==> src/rtl/bitscan_sequencer.sv <==
// Emits set-bit indices of a mask, lowest first, one per valid/ready beat.
// Optional BITSCAN_ABORT_EN adds an abort input that drops the rest of a job.
module bitscan_sequencer #(
  parameter int WIDTH = 32,
  parameter int IDX_W = $clog2(WIDTH)
) (
  input  logic             clk,
  input  logic             rst,
  input  logic             in_valid,
  output logic             in_ready,
  input  logic [WIDTH-1:0] in_mask,
  output logic             out_valid,
  input  logic             out_ready,
  output logic [IDX_W-1:0] out_idx,
  output logic             out_last,
  output logic             done,
  output logic             busy
`ifdef BITSCAN_ABORT_EN
  ,
  input  logic             abort
`endif
);

  typedef enum logic {
    IDLE,
    SCAN
  } state_t;

  state_t           r_state;
  state_t           w_state_nxt;
  logic [WIDTH-1:0] r_rem;
  logic [WIDTH-1:0] w_rem_nxt;
  logic [WIDTH-1:0] w_rem_clr;
  logic             r_done;
  logic             w_done_nxt;
  logic [IDX_W-1:0] w_ctz;
  logic             w_last;
  logic             w_scan;
  logic             w_xfer;
  logic             w_abort;

`ifdef BITSCAN_ABORT_EN
  assign w_abort = abort;
`else
  assign w_abort = 1'b0;
`endif

  // Descending scan so the lowest set bit is the final assignment.
  always_comb begin
    w_ctz = '0;
    for (int i = WIDTH - 1; i >= 0; i--) begin
      if (r_rem[i]) w_ctz = IDX_W'(i);
    end
  end

  assign w_rem_clr = r_rem & (r_rem - WIDTH'(1));
  assign w_last    = (w_rem_clr == '0);
  assign w_scan    = (r_state == SCAN);
  assign w_xfer    = w_scan & out_ready;

  assign in_ready  = ~w_scan;
  assign busy      = w_scan;
  assign out_valid = w_scan;
  assign out_idx   = w_ctz;
  assign out_last  = w_scan & w_last;
  assign done      = r_done;

  always_comb begin
    w_state_nxt = r_state;
    w_rem_nxt   = r_rem;
    w_done_nxt  = 1'b0;
    unique case (r_state)
      IDLE: begin
        if (in_valid) begin
          if (in_mask != '0) begin
            w_rem_nxt   = in_mask;
            w_state_nxt = SCAN;
          end else begin
            w_done_nxt = 1'b1;
          end
        end
      end
      SCAN: begin
        if (w_abort) begin
          w_rem_nxt   = '0;
          w_state_nxt = IDLE;
        end else if (w_xfer) begin
          w_rem_nxt = w_rem_clr;
          if (w_last) begin
            w_state_nxt = IDLE;
            w_done_nxt  = 1'b1;
          end
        end
      end
      default: begin
        w_state_nxt = IDLE;
      end
    endcase
  end

  always_ff @(posedge clk or posedge rst) begin
    if (rst) begin
      r_state <= IDLE;
      r_rem   <= '0;
      r_done  <= 1'b0;
    end else begin
      r_state <= w_state_nxt;
      r_rem   <= w_rem_nxt;
      r_done  <= w_done_nxt;
    end
  end

endmodule
==> config.mk <==
export PLATFORM = sky130hd
export DESIGN_NAME = bitscan_sequencer
export DESIGN_NICKNAME = d
export VERILOG_FILES = /design/src/rtl/bitscan_sequencer.sv
export SDC_FILE = /design/constraint.sdc
export NUM_CORES = 1
export LEC_CHECK = 0
export BUFFER_PORTS_ARGS = -buffer_cell sky130_fd_sc_hd__buf_2
export CORE_MARGIN = 3
export CORE_UTILIZATION = 47
export CTS_BUF_LIST = sky130_fd_sc_hd__clkbuf_8
export CTS_CLUSTER_DIAMETER = 30
export DETAILED_ROUTE_END_ITERATION = 7
export PLACE_DENSITY = 0.8
export SLEW_MARGIN = 10
export SYNTH_ARGS = -nofsm -noshare
export SYNTH_HDL_FRONTEND = slang
export SYNTH_SLANG_ARGS = --single-unit
==> constraint.sdc <==
create_clock -name clk -period 3.6 [get_ports clk]
set_clock_uncertainty 0.2 [all_clocks]
set_input_delay 0.18 -clock clk [delete_from_list [all_inputs] [get_ports clk]]
set_output_delay 0.18 -clock clk [all_outputs]
set_load 0.01 [all_outputs]
* Yosys cells after proc, flatten, opt, wreduce, memory -nomap -nowiden *
Cells that the tools add are included.

storage, ports and cells
  register bits after elaboration = 34

cells by class
  add/subtract/negate cells = 1
  eq/ne operators = 3
  multiplexer cells = 46
  bitwise operators = 4
  reduce and logical (&&, ||, !) cells = 3

operators with widths
  cell                                                                   count
  5-bit two-way mux                                                      32
  32-bit two-way mux                                                     3
  32-bit one-hot mux with 2 select lines                                 1
  32-bit AND                                                             1
  32-bit zero test                                                       1
  32-bit nonzero test                                                    1
  32-bit by 1-bit subtractor with 32-bit output (second input constant)  1
  1-bit two-way mux                                                      8
  2-bit by 1-bit != test with 1-bit output (second input constant)       2
  1-bit one-hot mux with 2 select lines                                  2
  3-bit AND reduction                                                    1
  1-bit AND                                                              2
  2-bit != test (second input constant)                                  1
  1-bit NOT                                                              1

* Longest topological paths before layout *
Gate-level depths: netlist of run 1.

  depth in word-level cells = 32
  mapped depth = 9

* Worst setup path after synthesis of run 1 *
OpenSTA, ideal clock, no wires.

  path type = reg2reg
  start point = reg r_rem[16]
  end point = reg r_state, in the netlist busy
  library setup time = 0.127 ns
  arrival = 2.598 ns
  path slack = 0.675 ns
  stages on the path, launching flop included = 10
  clock period less this slack = 2.925 ns
  cell sequence = dfrtp_1 buf_6 or4_4 buf_6 or2_4 o41ai_1 o2111ai_1 or4_1 nor2_2 a21oi_1

between the ends
  longest elaborated chain between the ends = 6

RTL lines
  item                                           RTL line  RTL
  start, declared                                31        logic [WIDTH-1:0] r_rem;
  start signal, assigned                         108       r_rem <= w_rem_nxt;
  32-bit by 1-bit subtractor with 32-bit output  56        assign w_rem_clr = r_rem & (r_rem - WIDTH'(1));
  32-bit AND *                                   56
  32-bit zero test *                             57        assign w_last = (w_rem_clr == '0);
  1-bit two-way mux *                            89        if (w_last) begin
  1-bit two-way mux *                            87        end else if (w_xfer) begin
  1-bit one-hot mux with 2 select lines *        72        unique case (r_state)
  via w_state_nxt                                30        state_t w_state_nxt;
  end signal, assigned                           107       r_state <= w_state_nxt;
  end, declared                                  29        state_t r_state;

The timed path passes the listed nets; every way through them passes the cells marked *.
A chain may end at the register's enable or synchronous reset.

* Worst setup path after layout of run 1 *
  start point = reg r_rem[16]
  end point = out out_last

between the ends
  longest elaborated chain between the ends = 4

RTL lines
  item                                           RTL line  RTL
  32-bit by 1-bit subtractor with 32-bit output  56
  32-bit AND *                                   56
  32-bit zero test *                             57
  1-bit AND *                                    65        assign out_last = w_scan & w_last;
  end, declared                                  15        output logic out_last,

Mark *: on every way between the ends. The rest lies on a longest branch, timed or not.

==> key figures, run 1 <==
Clocking
  – Clock-pin slew on the worst setup and hold paths: 0.07 ns
  – Root buf cell: clkbuf_8
  – Hold Buf Count CTS: 28
  – Clock Sinks: 34
  – Post-cts sizing count: 0
  – Htree depth: 2
  – CTS tree: done
  – CTS buffer count: 5
  – Post-CTS setup buffers: 0
  – Clk_lat worst skew: 0.29 ns
  – Clock tree buffer depth: 2

Route
  – Number of vias per cell: 6.29
  – Final WL: 7.68 mm
  – DRC violation total after the first TritonRoute iteration: 301
  – WL/cell: 17.4 um
  – TritonRoute pass-1 iters: 5
  – Drt drc: 0
  – Via count: 2772
  – Post-route ant nets: 0

Global route
  – GRT Total Usage: 25.4%
  – First-pass GRT wire length: 12.5 mm
  – Initial antenna violation count: 0
  – Total gr overflow: 0
  – Vias in the first global route: 2522
  – Largest net degree at the start of global routing: 35

Synthesis
  – Synth async-reset ratio: 100%
  – Post-Synth XOR/XNOR Area: 0%
  – Largest family of logic cells by synthesized area: compound AO/OA/AOI/OAI gates
  – Synth Area in Compound Gates: 28.4%
  – Adder-Cell Fraction of Synth Area: 0.400%
  – Multiplexer share of the synthesized area: 2.80%
  – Dominant synthesized flop cell: dfrtp_1
  – Post-Syn Instances: 312
  – #FFs+latches synth: 34
  – Yosys warns: 0
  – Post-synth EDFFs: 0
  – Register area share after synthesis: 34.0%
  – Mapped cell area: 0.00250 mm2
  – Post-Syn Nets: 348
  – Mean Syn Cell Area: 8.01 um2
  – Distinct cells, synth: 55
  – Synth Area in Simple Gates: 27.2%

Min path
  – Tightest Hold Check Type: in -> reg

Cells and area
  – Final net count: 409
  – Number of fill cells in the layout: 447
  – Antenna Cells: 0
  – Area Overhead vs Synth: 23.7%
  – Layout cells sized above 1: 19.8%

Die
  – Die Wd: 78.9 um
  – Die H: 78.9 um
  – Row count: 25
  – Core Area: 0.00494 mm2
  – Initial core utilization: 50.6%
  – # IOs: 46
  – Die area: 0.00623 mm2

Pwr
  – Final Total Pwr: 3.22 mW
  – Pwr Density: 1040 mW/mm2
  – Peak VDD IR: 0.462 mV
  – Leak: 1.33 nW

Placement
  – Pre-CTS setup slack: 0.544 ns
  – Port-buffer cells: 45
  – HPWL Detailed: 5.21 mm
  – RD Place Congestion: 0.957

Timing
  – Final worst setup slack: 0.214 ns
  – Fin crit share: 94.1%
  – Unrepaired setup endpoints after global routing: false
  – Slew Viols, Final: 0
  – FMAX: 295 MHz
  – Final Hold Viols: 0
  – Min Clock Period, post-route: 3.39 ns
  – Final setup vio count: 0
  – Setup TNS: 0 ns
  – Slew HR: 35.0%
  – Tightest Pin Transition: 0.971 ns

Setup path
  – Worst EP arrival: 3.01 ns
  – Worst EP required: 3.22 ns
  – FF-to-FF setup slack: 0.61 ns
  – Critical path capture point type: primary output
  – Crit start category: flip-flop
  – Crit Path Max Fanout: 9
  – CP Class: reg -> out

Status
  – Status: finished, final reports clean

Flow run
  – Max-cap check violation count: 0
state kept, by name (all words and copies together), names as in the netlist:
register  cells
busy          1
done          1
r_rem        32
per-stage QoR:
step / cells / area, um2 / util, % / hold slack [ns]
2_1_floorplan: 312 / 2500 / - / 0.0650
3_3_place_gp: 405 / 2720 / 55.1 / 0.0987
3_5_place_dp: 405 / 2720 / 55.1 / 0.107
4_1_cts: 441 / 3090 / 62.6 / 0.00341
5_1_grt: 441 / 3090 / 62.6 / 0.0174
6_report: 441 / 3090 / 62.6 / 0.00983
synthesized netlist by cell type (all sizes together) (3+ instances only):
cell type  number  share of area (%)
nand2          42                6.3
o21ai          36                7.2
dfrtp          34                 34
nor2           34                5.2
nor4           19                6.5
a22o           18                6.4
a21oi          16                3.2
clkbuf         16                2.8
inv            10                1.5
nor3           10                2.0
buf             9                2.7
mux2i           7                2.8
or4             6                2.2
a31oi           5                1.3
o21a            5                1.5
nand4           4                1.6
a21o            3               0.90
nand2b          3               0.75
nand3           3               0.60
o22ai           3                1.0
worst max-delay path, cell delays in order, from the launching register on:
cell	delay, ns
dfrtp_1	0.47
or4_4	0.62
or2_4	0.28
a2111oi_0	0.38
nor2_1	0.10
or4_1	0.54
nor2_2	0.17
buf_2	0.16
cell type report:
cell class                      count  area, um2  share of cell area, %
Multi-Input combinational cell    242       1480                   47.7
Clock buffer                        6       82.6                   2.67
Clock inverter                      2       8.76                  0.283
Inverter                           11       41.3                   1.33
Tap cell                           67       83.8                   2.71
Sequential cell                    34        851                   27.5
Timing Repair Buffer               79        551                   17.8
layer usage:
metal  part of all wire [%]  GRT usage, %  wire, um  up-vias
li1                       -             -         -     1280
met1                     42          34.9      3220     1303
met2                     47          40.0      3600      174
met3                    9.5          6.24       729       15
met4                    1.7          7.39       134        0
met5                      0             0         0        -
power by group:
part / switching [mW] / internal (mW)
clock network: 0.141 / 0.152
registers: 0.277 / 0.514
logic: 1.22 / 0.910
final timing paths:
check                                  from   endpoint  cells after the start
worst max-delay path              r_rem[16]   out_last                      7
worst min-delay path            in_mask[18]  r_rem[18]                      3
worst max register to register    r_rem[16]       done                      7
worst min register to register    r_rem[29]  r_rem[29]                      2
max in group asynchronous               rst  r_rem[23]                      4
min in group asynchronous               rst  r_rem[10]                      4
kinds of logic (layout without fill, tap and decap cells):
logic type	Yosys count	count (layout)
AND/OR/NAND/NOR	128	128
AO/OA/AOI/OAI	106	106
buffers and inverters	36	98
multiplexers	7	7
flip-flops	34	34
adder cells (fa/ha/maj)	1	1
cells in the final DEF (no fill, tap or decap), drive strengths merged, types with 4 or more instances in the layout:
master,synthesis,final
nand2,42,42
nor2,34,34
nor4,19,19
nand4,4,4
or4,6,6
a22o,18,18
a31oi,5,5
inv,10,11
dlygate4sd3,0,28
buf,9,51
dfrtp,34,34
clkbuf,16,6
o21ai,36,36
o21a,5,5
mux2i,7,7
a21oi,16,16
nor3,10,10
No activity file was read; power rests on OpenSTA's default activity.
==> run 2, diff against run 1 <==
--- a/config.mk
+++ b/config.mk
@@ -5,6 +5,7 @@
 export SDC_FILE = /design/constraint.sdc
 export NUM_CORES = 1
 export LEC_CHECK = 0
+export ABC_AREA = 1
 export BUFFER_PORTS_ARGS = -buffer_cell sky130_fd_sc_hd__buf_2
 export CORE_MARGIN = 3
 export CORE_UTILIZATION = 47
==> run 2 against run 1 <==
Via count down 0.94%. Worst hold slack better by 0.016 ns. Sequential power down 17%. Power down 41%.
==> key figures, run 2 <==
Cells and area
  – Antenna Cells: 0 (unchanged)
  – Final net count: 476 (+16%)
  – Max reg flops: 32 (unchanged)
  – Reg with most FFs: r_rem
  – Final core utilization: 64.7% (+2.2 points)
  – Layout cells sized above 1: 20.0% (+0.17 points)
  – Most frequent cells in the layout: 97 x nand2_1, 45 x buf_2, 41 x inv_1, 41 x o21ai_0, 37 x nor2_1
  – Leading cell type in the layout, fill and taps excluded: nand2_1
  – Area Overhead vs Synth: 28.7%
  – Post-route design area: 0.00318 mm2 (+2.8%)

Clocking
  – CTS buffer count: 5 (unchanged)
  – Root buf cell: clkbuf_8
  – Htree depth: 2 (unchanged)
  – Clock-pin slew on the worst setup and hold paths: 0.07 ns (about the same)
  – Clock Sinks: 34 (unchanged)
  – Clk_lat worst skew: 0.29 ns (about the same)
  – Clock tree buffer depth: 2 (unchanged)
  – Post-cts sizing count: 0 (unchanged)
  – CTS tree: done

Setup path
  – Worst EP required: 3.63 ns (+0.41 ns)
  – Crit path launch: r_rem[0]
  – Crit path max-delay cell type: dlygate4sd3_1
  – Worst EP arrival: 3.28 ns (+0.27 ns)
  – CP Class: reg -> reg
  – Critical path capture point type: flip-flop
  – CP max stage delay: 0.56 ns (-0.06 ns)
  – Crit Path Max Fanout: 4 (-5)
  – Crit start category: flip-flop
  – Worst r2r src: r_rem[0]
  – Cells along the critical path: nor2_4 -> nand2_2 -> nor2_4 -> inv_2 -> nor2_2 -> inv_2 -> nor2_4 -> inv_2 -> nor2_4 -> inv_2 -> nand2_2 -> nand4_2 -> nor4b_2 -> nand4_1 -> nor4_4 -> nand2_1 -> o21ai_1 -> dlygate4sd3_1

Timing
  – Setup TNS: 0 ns (unchanged)
  – Hold WS: 0.0261 ns (+0.0163 ns)
  – Final setup vio count: 0 (unchanged)
  – Final Hold Viols: 0 (unchanged)
  – Unrepaired setup endpoints after global routing: false
  – Slew Viols, Final: 0 (unchanged)
  – Min Clock Period, post-route: 3.26 ns (-0.130 ns)
  – Fin crit share: 90.4% (-3.6 points)
  – Tightest Pin Transition: 0.468 ns (-0.503 ns)
  – Final worst setup slack: 0.344 ns (+0.130 ns)
  – FMAX: 307 MHz (+4.0%)
  – Slew HR: 68.8% (+34 points)

Die
  – # IOs: 46 (unchanged)
  – Die area: 0.00616 mm2 (-1.1%)
  – Row count: 25 (unchanged)
  – Die H: 78.5 um (-0.56%)
  – Initial core utilization: 50.3% (-0.29 points)
  – Die Wd: 78.5 um (-0.56%)
  – Core Area: 0.00491 mm2 (-0.63%)

Synthesis
  – Count leader, synth: nand2_1
  – Post-Syn Instances: 364 (+17%)
  – #FFs+latches synth: 34 (unchanged)
  – Largest cells by area after synthesis: dfrtp_1 34%, nand2_1 15%, o21ai_0 8.3%
  – Synth top area share: 34.4% (+0.41 points)
  – Post-synth EDFFs: 0 (unchanged)
  – Yosys warns: 0 (unchanged)
  – Synth top cells by count: 97 x nand2_1, 41 x o21ai_0, 40 x inv_1
  – Top cell type by total area after synthesis: dfrtp_1
  – Synth async-reset ratio: 100% (unchanged)
  – Dominant synthesized flop cell: dfrtp_1
  – Mapped cell area: 0.00247 mm2 (-1.2%)
  – Post-Syn Nets: 400 (+15%)
  – Distinct cells, synth: 32 (-42%)
  – Register area share after synthesis: 34.4% (+0.41 points)
  – Mean Syn Cell Area: 6.79 um2 (-15%)

Flow run
  – Max-cap check violation count: 0 (unchanged)

Placement
  – Port-buffer cells: 45 (unchanged)
  – Area after DPL: 0.00276 mm2 (+1.3%)
  – HPWL Detailed: 5.08 mm (-2.4%)
  – RD Place Congestion: 0.885 (-7.5%)
  – Pre-CTS setup slack: 0.885 ns (+0.341 ns)

Pwr
  – Pwr Density: 600 mW/mm2 (-42%)
  – Leak: 1.55 nW (+16%)
  – Peak VDD IR: 0.330 mV (-28%)

Global route
  – Largest net degree at the start of global routing: 49 (+40%)
  – Initial antenna violation count: 0 (unchanged)
  – Total gr overflow: 0 (unchanged)
  – First-pass GRT wire length: 12.3 mm (-2.0%)
  – Vias in the first global route: 2695 (+6.9%)
  – GRT Total Usage: 25.1% (-0.31 points)

Route
  – DRC violation total after the first TritonRoute iteration: 192 (-36%)
  – TritonRoute pass-1 iters: 5 (unchanged)
  – Drt drc: 0 (unchanged)
  – Number of vias per cell: 5.41 (-14%)
  – WL/cell: 14.3 um (-18%)
  – Post-route ant nets: 0 (unchanged)
  – Via count: 2746 (-0.94%)
  – Final WL: 7.27 mm (-5.4%)

Status
  – Status: finished, final reports clean

Min path
  – Tightest Hold Check Type: in -> reg
  – Hold path startpoint: in_mask[7]
run 2: repair_timing:
action,4_1_cts,5_1_grt
hold endpoints to repair,65,0
setup buffers,0,0
hold buffers,33,0
run 2: critical path: cells and delay by family, from the launching register on:
kind | cells | cell delay [ns]
buffers and inverters | 5 | 0.80
DFF | 1 | 0.44
AOI/OAI and AO/OA | 1 | 0.10
and+or+nand+nor | 12 | 1.63
run 2: worst paths after layout:
check / to / slack, ns / cells after the start
setup / recovery: done / 0.34 / 18
hold / removal: r_rem[7] / 0.03 / 3
setup reg to reg: done / 0.34 / 18
hold reg to reg: r_rem[3] / 0.38 / 2
max in group asynchronous: busy / 2.50 / 4
min in group asynchronous: r_rem[7] / 0.35 / 4
run 2: final cells by class:
cell class | count | area (um2)
repair buffers | 82 | 586
clock buffers | 6 | 82.6
clock inverters | 2 | 8.76
fillers | 427 | 1730
multi-input cells | 269 | 1390
inverters | 48 | 180
well taps | 67 | 83.8
flip-flops and latches | 34 | 852
run 2: power breakdown:
part	total [mW]	leakage, nW	switching [mW]	internal (mW)
Clock	0.294	0.0524	0.143	0.151
Sequential	0.660	0.424	0.149	0.510
Combinational	0.953	1.07	0.609	0.345
run 2: logic make-up (layout without fill, tap and decap cells):
group,count (synthesis),count (layout),share of synthesized area [%]
AOI/OAI and AO/OA,88,88,21.7
DFF,34,34,34.4
buffers and inverters,61,138,9.42
and+or+nand+nor,181,181,34.4
run 2: through the flow:
step / power [mW] / std cells
detailed placement: 1.57 / 467
global route: 2.08 / 508
finish: 1.91 / 508
floorplan: 1.33 / 364
global placement: 1.54 / 467
CTS: 1.90 / 508
run 2: layer usage:
| metal | part of all wire, % | track usage, % |
|---|---|---|
| met2 | 48 | 43.7 |
| met1 | 43 | 31.8 |
| met4 | 2.0 | 7.34 |
| met3 | 6.2 | 4.47 |
| met5 | 0 | 0 |
